<file path="src/rtl/reg_file_sequencer_if.sv">
// Instruction/control bundle between the front panel and the sequencer.
// Carries the execute request, instruction word and every datapath control line.
// master drives Exec/INSTR; slave (the sequencer) drives the control outputs.
interface reg_file_sequencer_if;
    logic       Exec;
    logic [9:0] INSTR;
    logic       ENW;
    logic [1:0] WRA;
    logic       ENR0;
    logic [1:0] RDA0;
    logic       ENR1;
    logic [1:0] RDA1;
    logic       Extrn;
    logic       Ain;
    logic       Gin;
    logic       Gout;
    logic [3:0] ALUcont;
    logic       Done;
    logic [1:0] Tstep;

    modport master (
        output Exec, INSTR,
        input  ENW, WRA, ENR0, RDA0, ENR1, RDA1, Extrn, Ain, Gin, Gout,
               ALUcont, Done, Tstep
    );

    modport slave (
        input  Exec, INSTR,
        output ENW, WRA, ENR0, RDA0, ENR1, RDA1, Extrn, Ain, Gin, Gout,
               ALUcont, Done, Tstep
    );
endinterface

</file>
<file path="src/rtl/reg_file_sequencer.sv">
// Multi-cycle instruction sequencer driving register file, bus, A-latch, ALU and G.
// Latency: LOAD/COPY/NOP finish in 1 cycle after the Exec edge, ALU ops in 3.
// No backpressure: Exec rising edges outside the idle state are simply ignored.
module reg_file_sequencer #(
    parameter int OPW = 4
) (
    input  logic                 CLKb,
    input  logic                 Clear,
    reg_file_sequencer_if.slave  bus
);

    typedef enum logic [1:0] {
        T0 = 2'd0,
        T1 = 2'd1,
        T2 = 2'd2,
        T3 = 2'd3
    } state_t;

    localparam logic [OPW-1:0] OP_LOAD = 4'd0;
    localparam logic [OPW-1:0] OP_COPY = 4'd1;
    localparam logic [OPW-1:0] OP_INV  = 4'd4;
    localparam logic [OPW-1:0] OP_NEG  = 4'd5;
    localparam logic [OPW-1:0] OP_LAST = 4'd11;

    state_t         state_q, state_d;
    logic [9:0]     ir_q, ir_d;
    logic           exec_q;

    logic [OPW-1:0] opcode;
    logic [1:0]     rx;
    logic [1:0]     ry;
    logic           is_alu;
    logic           is_binary;
    logic           unused_ir_bits;

    assign opcode    = ir_q[9:6];
    assign rx        = ir_q[5:4];
    assign ry        = ir_q[3:2];
    // Opcodes 2..11 go through the ALU; INV/NEG take no B operand.
    assign is_alu    = (opcode >= 4'd2) && (opcode <= OP_LAST);
    assign is_binary = is_alu && (opcode != OP_INV) && (opcode != OP_NEG);
    // Low instruction bits are latched with the word but carry no meaning.
    assign unused_ir_bits = ^ir_q[1:0];

    // State, instruction and Exec history registers; Exec history resets high
    // so a level held through Clear cannot masquerade as a fresh edge.
    always_ff @(posedge CLKb or posedge Clear) begin
        if (Clear) begin
            state_q <= T0;
            ir_q    <= '0;
            exec_q  <= 1'b1;
        end else begin
            state_q <= state_d;
            ir_q    <= ir_d;
            exec_q  <= bus.Exec;
        end
    end

    // Next-state: start only on an Exec rising edge while idle.
    always_comb begin
        state_d = state_q;
        ir_d    = ir_q;
        case (state_q)
            T0: begin
                if (bus.Exec && !exec_q) begin
                    ir_d    = bus.INSTR;
                    state_d = T1;
                end
            end
            T1:      state_d = is_alu ? T2 : T0;
            T2:      state_d = T3;
            T3:      state_d = T0;
            default: state_d = T0;
        endcase
    end

    // Moore output decode from state and latched instruction.
    always_comb begin
        bus.ENW     = 1'b0;
        bus.WRA     = 2'd0;
        bus.ENR0    = 1'b0;
        bus.RDA0    = 2'd0;
        bus.ENR1    = 1'b0;
        bus.RDA1    = 2'd0;
        bus.Extrn   = 1'b0;
        bus.Ain     = 1'b0;
        bus.Gin     = 1'b0;
        bus.Gout    = 1'b0;
        bus.ALUcont = 4'd0;
        bus.Done    = 1'b0;
        bus.Tstep   = state_q;
        case (state_q)
            T1: begin
                if (opcode == OP_LOAD) begin
                    bus.Extrn = 1'b1;
                    bus.ENW   = 1'b1;
                    bus.WRA   = rx;
                    bus.Done  = 1'b1;
                end else if (opcode == OP_COPY) begin
                    bus.ENR0  = 1'b1;
                    bus.RDA0  = ry;
                    bus.ENW   = 1'b1;
                    bus.WRA   = rx;
                    bus.Done  = 1'b1;
                end else if (is_alu) begin
                    bus.ENR0  = 1'b1;
                    bus.RDA0  = rx;
                    bus.Ain   = 1'b1;
                end else begin
                    bus.Done  = 1'b1;
                end
            end
            T2: begin
                bus.ALUcont = opcode;
                bus.Gin     = 1'b1;
                if (is_binary) begin
                    bus.ENR1 = 1'b1;
                    bus.RDA1 = ry;
                end
            end
            T3: begin
                bus.Gout = 1'b1;
                bus.ENW  = 1'b1;
                bus.WRA  = rx;
                bus.Done = 1'b1;
            end
            default: ;
        endcase
    end

endmodule

</file>
<file path="src/flat_wrapper.sv">
// flat-port wrapper written by rule: the top's interface ports become plain ports
module reg_file_sequencer_flat 
#(
    parameter int OPW = 4
)
  (CLKb, Clear, bus_Exec, bus_INSTR, bus_ENW, bus_WRA, bus_ENR0, bus_RDA0, bus_ENR1, bus_RDA1, bus_Extrn, bus_Ain, bus_Gin, bus_Gout, bus_ALUcont, bus_Done, bus_Tstep);
  reg_file_sequencer_if bus_i ();
  input  logic CLKb;
  input  logic Clear;
  input wire logic [$bits(bus_i.Exec)-1:0] bus_Exec;
  input wire logic [$bits(bus_i.INSTR)-1:0] bus_INSTR;
  output wire logic [$bits(bus_i.ENW)-1:0] bus_ENW;
  output wire logic [$bits(bus_i.WRA)-1:0] bus_WRA;
  output wire logic [$bits(bus_i.ENR0)-1:0] bus_ENR0;
  output wire logic [$bits(bus_i.RDA0)-1:0] bus_RDA0;
  output wire logic [$bits(bus_i.ENR1)-1:0] bus_ENR1;
  output wire logic [$bits(bus_i.RDA1)-1:0] bus_RDA1;
  output wire logic [$bits(bus_i.Extrn)-1:0] bus_Extrn;
  output wire logic [$bits(bus_i.Ain)-1:0] bus_Ain;
  output wire logic [$bits(bus_i.Gin)-1:0] bus_Gin;
  output wire logic [$bits(bus_i.Gout)-1:0] bus_Gout;
  output wire logic [$bits(bus_i.ALUcont)-1:0] bus_ALUcont;
  output wire logic [$bits(bus_i.Done)-1:0] bus_Done;
  output wire logic [$bits(bus_i.Tstep)-1:0] bus_Tstep;
  assign bus_i.Exec = bus_Exec;
  assign bus_i.INSTR = bus_INSTR;
  assign bus_ENW = bus_i.ENW;
  assign bus_WRA = bus_i.WRA;
  assign bus_ENR0 = bus_i.ENR0;
  assign bus_RDA0 = bus_i.RDA0;
  assign bus_ENR1 = bus_i.ENR1;
  assign bus_RDA1 = bus_i.RDA1;
  assign bus_Extrn = bus_i.Extrn;
  assign bus_Ain = bus_i.Ain;
  assign bus_Gin = bus_i.Gin;
  assign bus_Gout = bus_i.Gout;
  assign bus_ALUcont = bus_i.ALUcont;
  assign bus_Done = bus_i.Done;
  assign bus_Tstep = bus_i.Tstep;
  reg_file_sequencer #(.OPW(OPW)) u_core (.CLKb(CLKb), .Clear(Clear), .bus(bus_i));
endmodule
</file>
<file path="config.mk">
export PLATFORM = sky130hd
export DESIGN_NAME = reg_file_sequencer_flat
export DESIGN_NICKNAME = d
export VERILOG_FILES = /design/src/rtl/reg_file_sequencer_if.sv /design/src/rtl/reg_file_sequencer.sv /design/src/flat_wrapper.sv
export SDC_FILE = /design/constraint.sdc
export NUM_CORES = 1
export LEC_CHECK = 0
export CAP_MARGIN = 20
export CORE_AREA = 2 2 39 41
export CTS_CLUSTER_DIAMETER = 150
export DETAILED_ROUTE_END_ITERATION = 10
export DIE_AREA = 0 0 41 43
export DONT_BUFFER_PORTS = 1
export PLACE_DENSITY = 0.59
export SYNTH_ARGS = -nofsm -noshare
export SYNTH_HDL_FRONTEND = slang
export SYNTH_SLANG_ARGS = --single-unit
export TNS_END_PERCENT = 5
</file>
<file path="constraint.sdc">
create_clock -name CLKb -period 2 [get_ports CLKb]
set_input_delay 0.1 -clock CLKb [delete_from_list [all_inputs] [get_ports CLKb]]
set_output_delay 0.1 -clock CLKb [all_outputs]
set_load 0.01 [all_outputs]
</file>
Yosys cells after proc, flatten, opt, wreduce, memory -nomap -nowiden

Cells that the tools add are included.

Flip-flop bits (word level): 13
Bits of input ports: 13
Output and inout bits: 20
Logic and storage cells: 53

Order comparisons: 2
Eq/ne operators: 7
Mux-type cells: 33
Reductions and logical operators: 8

Operators with widths:

| cell                                                  | count |
|---|---|
| 2-to-1 mux 2 bit                                      | 10 |
| 2-to-1 mux 1 bit                                      | 18 |
| inequality test 4 x 3 -> 1 bit, second input constant | 2 |
| case mux 2 bit (4 select lines)                       | 1 |
| equality test 2 bit, second input constant            | 2 |
| equality test 4 x 1 -> 1 bit, second input constant   | 1 |
| >= comparator 4 x 2 -> 1 bit, second input constant   | 1 |
| <= comparator 4 bit, second input constant            | 1 |
| logical AND 1 bit                                     | 4 |
| logical NOT 4 bit                                     | 1 |
| 2-to-1 mux 4 bit                                      | 1 |
| case mux 1 bit (2 select lines)                       | 2 |
| case mux 2 bit (2 select lines)                       | 1 |
| equality test 2 x 1 -> 1 bit, second input constant   | 1 |
| logical NOT 2 bit                                     | 1 |
| inequality test 2 x 1 -> 1 bit, second input constant | 1 |
| AND reduction 2 bit                                   | 1 |
| logical NOT 1 bit                                     | 1 |

Logic depth before layout (Yosys ltp)

Depth after elaboration: 6
Mapped depth: 4

Worst setup path after synthesis

No wires, ideal clock.

Path type: reg-to-reg
From: register with a tool-made name
To: register u_core.ir_q[2]
Library setup time: 0.125 ns
Data arrival time: 1.349 ns
Required time: 1.875 ns
Setup slack: 0.526 ns
Stages on the path, launching flop included: 3
Buffers on the path: 0
Cells stage by stage: dfrtp_1 nor4b_4 mux2_2

RTL lines:

| element                | line                     | source |
|---|---|---|
| end signal: assignment | reg_file_sequencer.sv:54 | `ir_q <= ir_d;` |
| end: declaration       | reg_file_sequencer.sv:26 | `logic [9:0] ir_q, ir_d;` |

==> results.toml <==
[setup_path]
critPathMaxStageDelay_ns = 0.39
peak_fanout_along_the_critical_path = 7
critical_path_class = "reg2out"
cp_common_cell = "sky130_fd_sc_hd__buf_4"
critical_path.startpoint_type = "flip-flop"
worst-endpoint-arrival_ns = 1.53
crit_buf_inv = 2
worst_path_cell_trace = "buf_4 -> nor2b_1 -> buf_4 -> o211a_1 -> and2_1"
critical_path_endpoint_category = "output pin"
crit_required_ns = 1.90
critical-path-slowest-cell = "sky130_fd_sc_hd__dfrtp_1"
critical-path-top-delay-family = "flip-flops"

[logic_synthesis]
syn-cell-area_um2 = 612
synth_edf_count = 0
synth_top_flop_cell = "sky130_fd_sc_hd__dfrtp_1"
yosys_warnings = 0
netlist_instances = 63
syn_area_per_cell_um2 = 9.71
postSynth.asyncResetShare_pct = 100
yosysUniqueCellTypes = 24
postSynthRegisterBits = 11
ys_seq_area_share_pct = 45.2
synthesis.nets = 76

[timing]
layout_min_cycle_time_ns = 1.63
max_slew.worst_pin.slew_ns = 0.397
setup_viol = 0
final_min_period_over_clock_period_pct = 81.7
setup_repair_after_global_routing_missed_its_margin = "no"
slew-limit-headroom_pct = 73.5
finalHoldViolations = 0
report.final.slew_viol_count = 0
timing.fmax_mhz = 612
timing.setup.tns_ns = 0
final_critical_path_setup_slack_ns = 0.365
fin_skew_ns = 0.00513

[finish]
final_common_cell = "sky130_fd_sc_hd__dlygate4sd3_1"
layout.cells.most_common_list = "sky130_fd_sc_hd__dlygate4sd3_1, sky130_fd_sc_hd__dfrtp_1, sky130_fd_sc_hd__nand2_1"
nNetsFinal = 94
areaGrowthSynthToFinish_pct = 28.6
stdcell_area_um2 = 787
layout-drive-gt1-share_pct = 20.0
post-route-util_pct = 56.9
insertedDiodeCount = 0

[floorplanning]
i_o_pin_cnt = 33
rows = 14
die_area_um2 = 1760
dieHeight_um = 43
die_w_um = 41
starting_utilization_of_the_core_area_pct = 44.2
coreArea_um2 = 1380

[job]
drv_cap = 0

[power]
vdd_ir_drop_max_mv = 0.796
post_route_total_power_w = 0.00113
power.density_nw_per_um2 = 1430
total_leakage_power_nw = 0.348

[clock_tree]
cts_made_buffers = 3
clk_root_buffer_cell = "sky130_fd_sc_hd__clkbuf_4"
resized_gates_after_cts = 0
buffer_count_from_post_cts_setup_fixing = 0
ctsLongestPathBuffers = 2
clkSinkCount = 11
clkSlewWorstSetupHoldPaths_ns = 0.07
cts_tree = "yes"
postCtsHoldBufs = 10
htreeDepth = 1
clk_latency_ns = 0.26

[route]
viasPerCell = 5.30
drt_first_pass_iters = 4
route.vias.total = 509
drt-wirelength-per-cell_um = 13.2
first_iteration_detailed_routing_drc_count = 5
drt_wl_total_mm = 1.27
drc_violations_left = 0
final_antenna_net_count = 0

[global_routing]
antenna_found_initial = 0
grt_start_max_net_pins = 12
grt_overflow_total = 0
first_pass_grt_wire_length_mm = 1.96
global_route.usage.total_pct = 17.0
number_of_global_route_vias_before_repair = 491

[place]
cell_area_reported_after_detailed_placement_um2 = 651
detailedPlacementHpwl_um = 902
place_congestion = 0.760
pre_cts_slack_ns = 0.408
io_buffer_count = 0

[outcome]
status = "completed"

[hold_path]
timing.hold.worst.class = "in2reg"
## kinds of logic (layout without fill, tap and decap cells)
logic type,after synthesis,count (layout),synth area share [%]
compound gates,10,10,11.0
flops,11,11,45.2
simple gates,30,30,29.0
buf+inv,6,23,3.68
mux,6,6,11.0
## area by class of cell
cell class / count / area [µm²]
Fill cell: 134 / 597
Multi-Input combinational cell: 46 / 313
Sequential cell: 11 / 277
Timing Repair Buffer: 14 / 133
Clock buffer: 4 / 26.3
Tap cell: 16 / 20.0
Inverter: 5 / 18.8
## through the flow
step | std cells | hold WS, ns
floorplan | 63 | -0.0483
global placement | 81 | 0.00305
detailed placement | 81 | 0.00468
CTS | 95 | 0.000402
global route | 96 | 0.208
finish | 96 | 0.209
## synth_stat cells (2+ instances only)
cell / count / area [µm²]
sky130_fd_sc_hd__nor2_1: 5 / 18.8
sky130_fd_sc_hd__a31oi_1: 2 / 12.5
sky130_fd_sc_hd__nand2_1: 8 / 30.0
sky130_fd_sc_hd__inv_1: 5 / 18.8
sky130_fd_sc_hd__mux2_2: 6 / 67.6
sky130_fd_sc_hd__and2_1: 6 / 37.5
sky130_fd_sc_hd__dfrtp_1: 10 / 250
sky130_fd_sc_hd__nand3b_1: 2 / 15.0
sky130_fd_sc_hd__nor3_1: 2 / 10.0
sky130_fd_sc_hd__o21ai_0: 3 / 15.0
## state kept, by name (all words and copies together) (netlist names), named ones only
signal and count:
u_core.bus.Tstep 1, u_core.ir_q 8, u_core.exec_q 1
## metal layers
layer	global-route usage (%)	share of wire, %	vias up
li1	-	-	248
met1	21.2	43	239
met2	24.4	48	20
met3	4.19	8.6	2
met4	12.0	1.2	0
met5	0	0	-
## worst paths after layout
path,from,to,slack (ns),depth (start not counted)
min,bus_Exec,u_core.ir_q[2],0.21,2
max in group asynchronous,Clear,u_core.exec_q,1.43,2
min in group asynchronous,Clear,u_core.ir_q[5],0.25,2
max reg2reg,u_core.bus.Tstep[0],u_core.ir_q[7],0.42,3
max,flip-flop,bus_RDA1[0],0.37,5
min reg2reg,u_core.ir_q[2],u_core.ir_q[2],0.54,1
## power breakdown
| part | leakage (nW) | internal, W | total (W) | switching (W) |
|---|---|---|---|---|
| sequential | 0.131 | 0.000326 | 0.000475 | 0.000150 |
| combinational | 0.202 | 0.000235 | 0.000504 | 0.000269 |
| clock | 0.0150 | 0.0000771 | 0.000148 | 0.0000708 |
Note: power is estimated with default switching activity, not from simulation.
